[src/rtl/ahb_bram_bridge.sv]
// AHB-Lite slave bridging bus transfers onto a single-port, byte-laned BRAM.
// Reads and writes run with zero wait states; a read accepted during a
// write data phase is held for one wait state because the BRAM port is busy.
// Optional build macro: BRAM_BRIDGE_WPROT_EN enables write protection of the
// first RO_WORDS words with a two-cycle ERROR response.
module ahb_bram_bridge #(
    parameter int AW       = 16,
    parameter int RO_WORDS = 0
) (
    input  logic          CLK,
    input  logic          RESETn,
    input  logic          HSEL,
    input  logic [31:0]   HADDR,
    input  logic [1:0]    HTRANS,
    input  logic [2:0]    HSIZE,
    input  logic          HWRITE,
    input  logic          HREADY,
    input  logic [31:0]   HWDATA,
    output logic          HREADYOUT,
    output logic [31:0]   HRDATA,
    output logic          HRESP,
    output logic [AW-3:0] BRAM_ADDR,
    output logic [31:0]   BRAM_WDATA,
    output logic [3:0]    BRAM_WREN,
    input  logic [31:0]   BRAM_RDATA
);

    localparam logic [2:0] ST_IDLE = 3'd0;
    localparam logic [2:0] ST_WR   = 3'd1;
    localparam logic [2:0] ST_RD   = 3'd2;
    localparam logic [2:0] ST_RDW  = 3'd3;
`ifdef BRAM_BRIDGE_WPROT_EN
    localparam logic [2:0] ST_ERR1 = 3'd4;
    localparam logic [2:0] ST_ERR2 = 3'd5;
`endif

    logic [2:0]    state_q, state_d;
    logic [AW-3:0] addr_q, addr_d;
    logic [3:0]    strb_q, strb_d;
    logic          accept_s;
    logic          wr_prot_s;
    logic          unused_s;

    // Byte lanes touched by a transfer; misaligned low address bits are ignored.
    function automatic logic [3:0] lane_strobe(input logic [2:0] size, input logic [1:0] a);
        logic [3:0] r;
        case (size)
            3'd0:    r = 4'b0001 << a;
            3'd1:    r = a[1] ? 4'b1100 : 4'b0011;
            default: r = 4'b1111;
        endcase
        return r;
    endfunction

    assign accept_s = HSEL & HTRANS[1] & HREADY;

`ifdef BRAM_BRIDGE_WPROT_EN
    localparam logic [31:0] RO_LIMIT = 32'(RO_WORDS);
    assign wr_prot_s = HWRITE & ({{(34-AW){1'b0}}, HADDR[AW-1:2]} < RO_LIMIT);
`else
    assign wr_prot_s = 1'b0;
`endif

    // Upper address bits alias the bank; HTRANS[0] (SEQ vs NONSEQ) is irrelevant.
    assign unused_s = ^{HTRANS[0], HADDR[31:AW], (RO_WORDS != 0)};

    // Next-state and address/strobe capture for the transfer pipeline.
    always_comb begin
        state_d = state_q;
        addr_d  = addr_q;
        strb_d  = strb_q;
        case (state_q)
            ST_RDW: state_d = ST_RD;
`ifdef BRAM_BRIDGE_WPROT_EN
            ST_ERR1: state_d = ST_ERR2;
`endif
            default: begin
                // IDLE, WR, RD and ERR2 can all accept a new address phase
                if (accept_s) begin
                    addr_d = HADDR[AW-1:2];
                    if (HWRITE) begin
                        strb_d  = lane_strobe(HSIZE, HADDR[1:0]);
                        state_d = wr_prot_s ? 3'd4 : ST_WR;
                    end else begin
                        // the BRAM port is busy with the write: park the read for a cycle
                        state_d = (state_q == ST_WR) ? ST_RDW : ST_RD;
                    end
                end else begin
                    state_d = ST_IDLE;
                end
            end
        endcase
    end

    // Bus and BRAM outputs decoded from the current state.
    always_comb begin
        HREADYOUT  = 1'b1;
        HRESP      = 1'b0;
        HRDATA     = 32'h0000_0000;
        BRAM_WDATA = 32'h0000_0000;
        BRAM_WREN  = 4'b0000;
        // a read issued from a state with a free BRAM port goes out in its address phase
        BRAM_ADDR  = (accept_s && !HWRITE && (state_q != ST_WR)) ? HADDR[AW-1:2] : addr_q;
        case (state_q)
            ST_WR: begin
                BRAM_WDATA = HWDATA;
                BRAM_WREN  = strb_q;
            end
            ST_RD:  HRDATA    = BRAM_RDATA;
            ST_RDW: HREADYOUT = 1'b0;
`ifdef BRAM_BRIDGE_WPROT_EN
            ST_ERR1: begin
                HREADYOUT = 1'b0;
                HRESP     = 1'b1;
            end
            ST_ERR2: HRESP = 1'b1;
`endif
            default: HREADYOUT = 1'b1;
        endcase
    end

    // State and latched address/strobe registers; reset drops any pending write.
    always_ff @(posedge CLK or negedge RESETn) begin
        if (!RESETn) begin
            state_q <= ST_IDLE;
            addr_q  <= {(AW-2){1'b0}};
            strb_q  <= 4'b0000;
        end else begin
            state_q <= state_d;
            addr_q  <= addr_d;
            strb_q  <= strb_d;
        end
    end

endmodule
[config.mk]
export PLATFORM = sky130hd
export DESIGN_NAME = ahb_bram_bridge
export DESIGN_NICKNAME = d
export VERILOG_FILES = /design/src/rtl/ahb_bram_bridge.sv
export SDC_FILE = /design/constraint.sdc
export NUM_CORES = 1
export LEC_CHECK = 0
export ABC_CLOCK_PERIOD_IN_PS = 2200
export BUFFER_PORTS_ARGS = -buffer_cell sky130_fd_sc_hd__buf_2
export CAP_MARGIN = 10
export CORE_AREA = 2 2 73 75
export DETAILED_ROUTE_END_ITERATION = 7
export DIE_AREA = 0 0 75 77
export HOLD_SLACK_MARGIN = 0.03
export PLACE_DENSITY = 0.85
export SETUP_SLACK_MARGIN = 0.5
export SLEW_MARGIN = 20
export SYNTH_ARGS = -nofsm -noshare
export SYNTH_HDL_FRONTEND = slang
export SYNTH_SLANG_ARGS = --single-unit
[constraint.sdc]
create_clock -name CLK -period 2.2 [get_ports CLK]
set_clock_uncertainty 0.05 [all_clocks]
set_input_delay 0.44 -clock CLK [delete_from_list [all_inputs] [get_ports CLK]]
set_output_delay 0.44 -clock CLK [all_outputs]
set_load 0.005 [all_outputs]
# [Yosys cells after proc, flatten, opt, wreduce, memory -nomap -nowiden]
# Index checks and enable logic that the tools add are counted.
[op_classes] eq_ne=5 n_mux=11 shifts=1 n_bitwise=3 reduce_logical=6
[op_table] operator="32-bit two-way mux" count=2
[op_table] operator="14-bit two-way mux" count=1
[op_table] operator="4-bit two-way mux" count=2
[op_table] operator="4-bit one-hot mux with 2 select lines" count=1
[op_table] operator="3-bit by 1-bit == test with 1-bit output (second input constant)" count=2
[op_table] operator="3-bit by 2-bit == test with 1-bit output (second input constant)" count=2
[op_table] operator="3-bit two-way mux" count=2
[op_table] operator="1-bit by 2-bit left shift with 4-bit output (first input constant)" count=1
[op_table] operator="3-bit zero test" count=1
[op_table] operator="3-bit by 1-bit inequality test with 1-bit output (second input constant)" count=1
[op_table] operator="3-bit AND reduction" count=1
[op_table] operator="1-bit AND" count=2
[op_table] operator="1-bit logical AND" count=2
[op_table] operator="1-bit two-way mux" count=2
[op_table] operator="2-bit two-way mux" count=1
[op_table] operator="2-bit AND reduction" count=1
[op_table] operator="1-bit zero test" count=1
[op_table] operator="1-bit NOT" count=1
[totals] reg_bits=21 in_bits=106

# [Logic depth before layout (Yosys ltp)]
# Gate-level depths: netlist of run 1.
[depth] word_depth=5 ltp_mapped=5 mapped_depth_nobuf=3

# [Worst setup path before layout of run 1]
# OpenSTA, ideal clock, no wires.
[synth_timing] path_type="register -> output" startpoint="register state_q[0]" endpoint="output BRAM_ADDR[10]" arrival_time_ps=1382 slack_ps=328 required_ps=1710 stages_incl_launch_ff=6 path_cell_list="dfrtp_1 nor2b_4 buf_6 nor3_4 buf_12 mux2_4"
[synth_via] elab_chain_len=3
[synth_rtl] element="start, declared" line_no="37" rtl="logic [2:0] state_q, state_d;"
[synth_rtl] element="start signal, assigned" line_no="129" rtl="state_q <= state_d;"
[synth_rtl] element="3-bit by 1-bit inequality test with 1-bit output" line_no="103" rtl="BRAM_ADDR = (accept_s && !HWRITE && (state_q != ST_WR)) ? HADDR[AW-1:2] : addr_q;"
[synth_rtl] element="1-bit logical AND" line_no="103"
[synth_rtl] element="14-bit two-way mux" line_no="103"
[synth_rtl] element="end, declared" line_no="22" rtl="output logic [AW-3:0] BRAM_ADDR,"
# Every way passes these cells.

# [Final worst setup path of run 1]
[layout_timing] startpoint="register state_q[0]" endpoint="output BRAM_ADDR[0]"
# Same word-level chain as after synthesis.

==> metrics.csv, run 1 <==
stage,metric,value,unit
status,status,finished clean,
synth,Main synth FF type,dfrtp_1,
layout,P&R area growth vs syn,77.97,%
global_routing,antenna violations before repair,0,
global_routing,grt met2 use,25.88,%
timing,RSZ-0062 raised after global routing,true,
place,dpl cells,384,
layout,layout cell share with drive strength beyond 1,69.82,%
floorplan,Initial Util,30.47,%
pwr,VDD IR max,0.0004912,V
place,gpl congestion,0.7310,
synth,share of the synthesized area in the top cell type,33.00,%
layout,# diodes,0,
clock_network,clock slew at reported path FFs,0.07,ns
global_routing,met1 Use GR,16.18,%
layout,Util after Layout,54.22,%
synth,Syn Nets,256,
timing,final count of negative-setup-slack endpoints,0,
routing,Routed Antenna Nets,0,
place,Port Buffers,171,
routing,Avg WL per Cell,11.82,µm
setup_path,CP startpoint kind,flip-flop,
global_routing,wire length of the first global-routing pass,6644,µm
floorplan,CORE AREA,4977,µm²
job,number of max-cap violations,0,
synth,syn avg cell area,10.11,µm²
timing,max frequency,466.2,MHz
routing,number of DRC markers in iteration 0,22,
floorplan,die height,77,µm
synth,"FFs w/ async S/R, synth",100.0,%
routing,Remaining DRCs,0,
synth,yosys warns,0,
floorplan,num rows,26,
floorplan,Die Width,75,µm
routing,via count,1680,
setup_path,critical path class,reg2out,
pwr,LEAKAGE,1.564,nW
layout,storage element area,500.5,µm²
pwr,Power Density,441.0,nW/µm²
layout,fin cells,398,
synth,post-synthesis cell count,150,
setup_path,CP max stage cell,dfrtp_1,
synth,Post-synth EDFFs,0,
timing,min Tclk post-route,2.145,ns
global_routing,met3 usage,3.417,%
clock_network,clock root cell,clkbuf_8,
setup_path,CP max stage delay,0.38,ns
synth,Synth area leader,dfrtp_1,
synth,sequential area share after synthesis,33.00,%
clock_network,clock tree buffer depth,2,
global_routing,global route total overflow,0,
global_routing,Tot GR Track Use,14.22,%
clock_network,CTS buffer count,3,
clock_network,H-tree levels,1,
timing,WHS,0.06593,ns
global_routing,vias in the first global route,1510,
timing,max-slew violation count,0,
global_routing,gr busiest metal,met2,
floorplan,DIE AREA,5775,µm²
routing,Pre-antenna DRT Iters,4,
setup_path,Setup crit end kind,primary output,
synth,synth unique cells,20,
routing,Total Routed Length,4703,µm
clock_network,CTS Hold Buffers Added,0,
clock_network,CTS tree,built,
layout,nets,435,
timing,final hold violations,0,
synth,Yosys reg bits,20,
place,DP Wirelength,3679,µm
timing,period utilization,97.50,%
pwr,"Power, Total",1.190,mW
synth,leading cell type by number of instances after synthesis,and2_1,
min_path,Hold Path Class,in2async,
synth,main area contributors after synthesis,"dfrtp_1 33%, and2_1 26%, mux2_2 16%, mux2_4 9.9%, and2_2 3.0%",
clock_network,worst-skew pair later-pin latency,0.25,ns
setup_path,crit path max fanout,7,
setup_path,"Data required, critical path",1.71,ns
synth,cell area after synthesis,1516,µm²
setup_path,crit-path cells,"nor2b_4, nor3_4, buf_4, buf_12, mux2_2, buf_2",
clock_network,clock sink count,20,
global_routing,largest net degree at the start of global routing,33,
timing,Setup TNS Final,0,ns
setup_path,arrival time at the worst endpoint,1.66,ns
layout,area occupied by multi-input gates,944.7,µm²
floorplan,# IOs,190,
routing,vias per cell,4.221,
synth,"top cells by count, synth","62 x and2_1, 22 x mux2_2, 20 x dfrtp_1",
layout,# fillers,459,
[per-stage QoR]
step	worst slack [ns]	instance area (µm²)
2_1_floorplan	0.3280	1516
3_5_place_dp	0.2249	2426
6_report	0.05491	2699
3_3_place_gp	0.2332	2426
5_1_grt	-0.01107	2699
4_1_cts	0.06801	2600
[layer usage]
layer / vias to the layer above / share of wire, %
met5: - / 0
met1: 741 / 40
li1: 842 / -
met4: 0 / 1.1
met2: 89 / 50
met3: 8 / 9.5
[placed cells by master (no fill, tap or decap)]
cell type	netlist	routed
bufinv_16	0	1
buf_16	0	2
buf_2	0	169
nand3_1	2	2
mux2_4	10	10
dfrtp_1	20	20
and2_2	6	5
nor2b_1	1	1
clkbuf_16	0	3
nor2b_4	1	1
conb_1	1	1
and2_4	0	1
buf_8	0	1
and2b_2	1	1
nor2_1	4	4
mux2_2	22	22
and3_1	1	1
buf_4	2	5
buf_12	1	2
and2_1	62	62
buf_6	1	2
nor3_4	1	1
inv_1	1	1
clkbuf_8	0	3
nand2_1	2	2
o21ai_0	5	5
[path summary, 6_finish.rpt]
kind,startpoint,endpoint,slack [ns],cells after the start
worst max-delay path,state_q[0],BRAM_ADDR[0],0.05,6
worst min-delay path,RESETn,addr_q[4],0.07,1
worst max register to register,state_q[0],addr_q[6],0.84,5
worst min register to register,addr_q[3],addr_q[3],0.46,1
max in group asynchronous,RESETn,strb_q[1],1.73,1
min in group CLK,HADDR[4],addr_q[2],0.38,2
[critical path, delay by kind of cell (launching register included)]
family | cells | cell delay (ns)
flip-flops | 1 | 0.38
buffers and inverters | 3 | 0.37
multiplexers | 1 | 0.33
AND/OR/NAND/NOR | 2 | 0.31
[logic make-up after synthesis]
kind of cell | after synthesis | synth area share [%]
DFF | 20 | 33.00
and+or+nand+nor | 81 | 34.08
muxes | 32 | 26.24
other | 1 | 0.2473
buffers and inverters | 11 | 4.785
AOI/OAI and AO/OA | 5 | 1.650
[timing repair]
action                                  4_1_cts  5_1_grt
resized for setup                             4        6
endpoints found under the setup margin       82       82
buffers inserted                              4        1
pin swaps                                     0        0
gates cloned                                  2        3
[cell type report]
class                      count  area share [%]
multi-input combinational    119           35.00
clock buffer                   3           1.530
timing repair buffer         184           40.43
inverter                       1          0.1391
sequential                    20           18.54
clock inverter                 1           1.113
tap                           70           3.245
[sequential cells by signal, summed over array words and instances (netlist names)]
register  flops
state_q       2
strb_q        4
addr_q       14
[power breakdown]
part	switching (mW)	total, mW	internal (mW)
sequential	0.0315	0.464	0.432
combinational	0.121	0.366	0.245
clock	0.118	0.360	0.243
total	0.270	1.19	0.920
Note: power is estimated with default switching activity, not from simulation.
==> run 2: changes to the inputs <==
- ABC_CLOCK_PERIOD_IN_PS: 2200 -> 2750
- clock period: 2.2 -> 2.75 ns (I/O delays scaled with it)
==> run 2 against run 1 <==
Compared with the run above:
- flip-flop and latch count unchanged
- worst hold slack improved by 0.11 ns
- die area unchanged
- via count decreased by 2.9%
- clock power decreased by 20%
- non-clock buffer count decreased by 11
- count of clock-buffer cells in the layout unchanged
- global-route usage increased by 0.094 points
- sequential power decreased by 20%
- register-to-register slack improved by 0.37 ns
- critical endpoint is now BRAM_ADDR[13]
==> metrics.csv, run 2 (synthesized netlist as in run 1, its figures left out) <==
stage,metric,value,unit
floorplan,DIE AREA,5775,µm²
clock_network,clock slew at reported path FFs,0.07,ns
global_routing,global route total overflow,0,
clock_network,CTS buffer count,3,
setup_path,Critical R2R Launch,state_q[1],
place,gpl congestion,0.7217,
floorplan,Initial Util,30.47,%
timing,min Tclk post-route,2.249,ns
routing,Avg WL per Cell,11.87,µm
pwr,P_int,0.7202,mW
timing,RSZ-0062 raised after global routing,true,
clock_network,CTS tree,built,
layout,most frequent cells in the layout,"171 x buf_2, 62 x and2_1, 22 x mux2_2",
setup_path,"Data required, critical path",2.15,ns
pwr,Reg power frac,39.7,%
floorplan,die height,77,µm
pwr,clock power share,30.8,%
routing,Pre-antenna DRT Iters,4,
place,DP Wirelength,3914,µm
clock_network,clock tree buffer depth,2,
timing,max frequency,444.7,MHz
setup_path,critical path class,reg2out,
routing,Remaining DRCs,0,
place,Port Buffers,171,
min_path,Hold Path Class,in2async,
routing,via count,1632,
clock_network,clock root cell,clkbuf_8,
pwr,switch share,22.80,%
layout,P&R area growth vs syn,64.19,%
floorplan,Die Width,75,µm
layout,largest registers,"addr_q: 14 flops, strb_q: 4 flops, state_q: 2 flops",
timing,max-slew violation count,0,
timing,final count of negative-setup-slack endpoints,0,
pwr,Comb power frac,29.4,%
floorplan,num rows,26,
layout,max reg flops,14,
layout,# diodes,0,
setup_path,cell depth of the worst flop-to-flop path,3,
timing,Worst Max-Slew Pin Slew,0.5956,ns
clock_network,CTS Hold Buffers Added,0,
timing,Setup TNS Final,0,ns
layout,Util after Layout,50.03,%
layout,Reg with most FFs,addr_q,
clock_network,worst-skew pair later-pin latency,0.25,ns
pwr,Power Density,374.7,nW/µm²
layout,layout cell share with drive strength beyond 1,68.77,%
global_routing,vias in the first global route,1542,
setup_path,crit path max fanout,14,
setup_path,R2R Setup Slk,1.21,ns
setup_path,arrival time at the worst endpoint,1.65,ns
routing,vias per cell,4.217,
pwr,VDD IR max,0.0003368,V
setup_path,CP startpoint kind,flip-flop,
global_routing,wire length of the first global-routing pass,6734,µm
global_routing,antenna violations before repair,0,
setup_path,R2R Path End,addr_q[1],
clock_network,clock sink count,20,
layout,"most common cell after layout, fill and taps aside",buf_2,
routing,number of DRC markers in iteration 0,22,
setup_path,Setup crit end kind,primary output,
global_routing,largest net degree at the start of global routing,37,
routing,Total Routed Length,4595,µm
status,status,finished clean,
layout,nets,424,
timing,period utilization,81.78,%
floorplan,CORE AREA,4977,µm²
job,number of max-cap violations,0,
clock_network,H-tree levels,1,
routing,Routed Antenna Nets,0,
timing,Worst slew margin,60.20,%
floorplan,# IOs,190,
timing,final hold violations,0,
pwr,LEAKAGE,1.471,nW
global_routing,Tot GR Track Use,14.32,%
pwr,Net Switching,0.2127,mW
[run 2: worst max-delay path, cell delays in order, from the launching register on]
cell     delay [ns]
dfrtp_1        0.40
nor2b_4        0.15
nor3_4         0.19
buf_12         0.18
mux2_2         0.34
buf_2          0.13
[run 2: power groups by stage]
| stage | Clock, mW | Combinational (mW) | Sequential, mW |
|---|---|---|---|
| 2_1_floorplan | 0 | 0.146 | 0.368 |
| 3_3_place_gp | 0 | 0.270 | 0.371 |
| 3_5_place_dp | 0 | 0.278 | 0.376 |
| 4_1_cts | 0.296 | 0.280 | 0.370 |
| 5_1_grt | 0.311 | 0.301 | 0.377 |
| 6_report | 0.288 | 0.275 | 0.371 |
[run 2: layout make-up]
class / count / area (µm²)
Fill cell: 476 / 2487
Multi-Input combinational cell: 119 / 943.4
Timing Repair Buffer: 173 / 883.3
Sequential cell: 20 / 500.5
Tap cell: 70 / 87.58
Clock buffer: 3 / 41.29
Clock inverter: 1 / 30.03
Inverter: 1 / 3.754
[run 2: stage by stage]
stage | worst slack, ns | total power, mW | instance area [µm²] | hold slack [ns] | instances
floorplan | 0.7572 | 0.5138 | 1516 | 0.2044 | 150
global placement | 0.5056 | 0.6411 | 2406 | 0.4329 | 383
detailed placement | 0.4612 | 0.6541 | 2406 | 0.4382 | 383
CTS | 0.4767 | 0.9462 | 2490 | 0.1864 | 387
global route | 0.4182 | 0.9891 | 2490 | 0.1924 | 387
finish | 0.5011 | 0.9329 | 2490 | 0.1771 | 387
[run 2: metal layers]
layer  part of all wire (%)  global-route usage, %  vias to the layer above  wire length, µm
met5                      0                      0                        -                0
met4                   0.39                  2.857                        0               18
met3                    9.4                  2.891                        2              434
met2                     53                  27.63                       78             2426
met1                     37                  15.41                      740             1715
li1                       -                      -                      812                -
[run 2: how the worst max path moves through the flow]
stage / from / endpoint / cells after the start
after floorplan: HREADY / BRAM_ADDR[10] / 4
after global placement: HREADY / BRAM_ADDR[2] / 6
after detailed placement: HREADY / BRAM_ADDR[13] / 6
after CTS: state_q[0] / BRAM_ADDR[13] / 5
after global routing: state_q[0] / BRAM_ADDR[13] / 5
final: state_q[0] / BRAM_ADDR[13] / 5
[run 2: what timing repair did]
| item | in CTS | in global routing |
|---|---|---|
| setup endpoints to repair | 14 | 14 |
| resized for setup | 3 | 0 |
| hold endpoints to repair | 0 | 0 |
| buffers inserted | 0 | 0 |
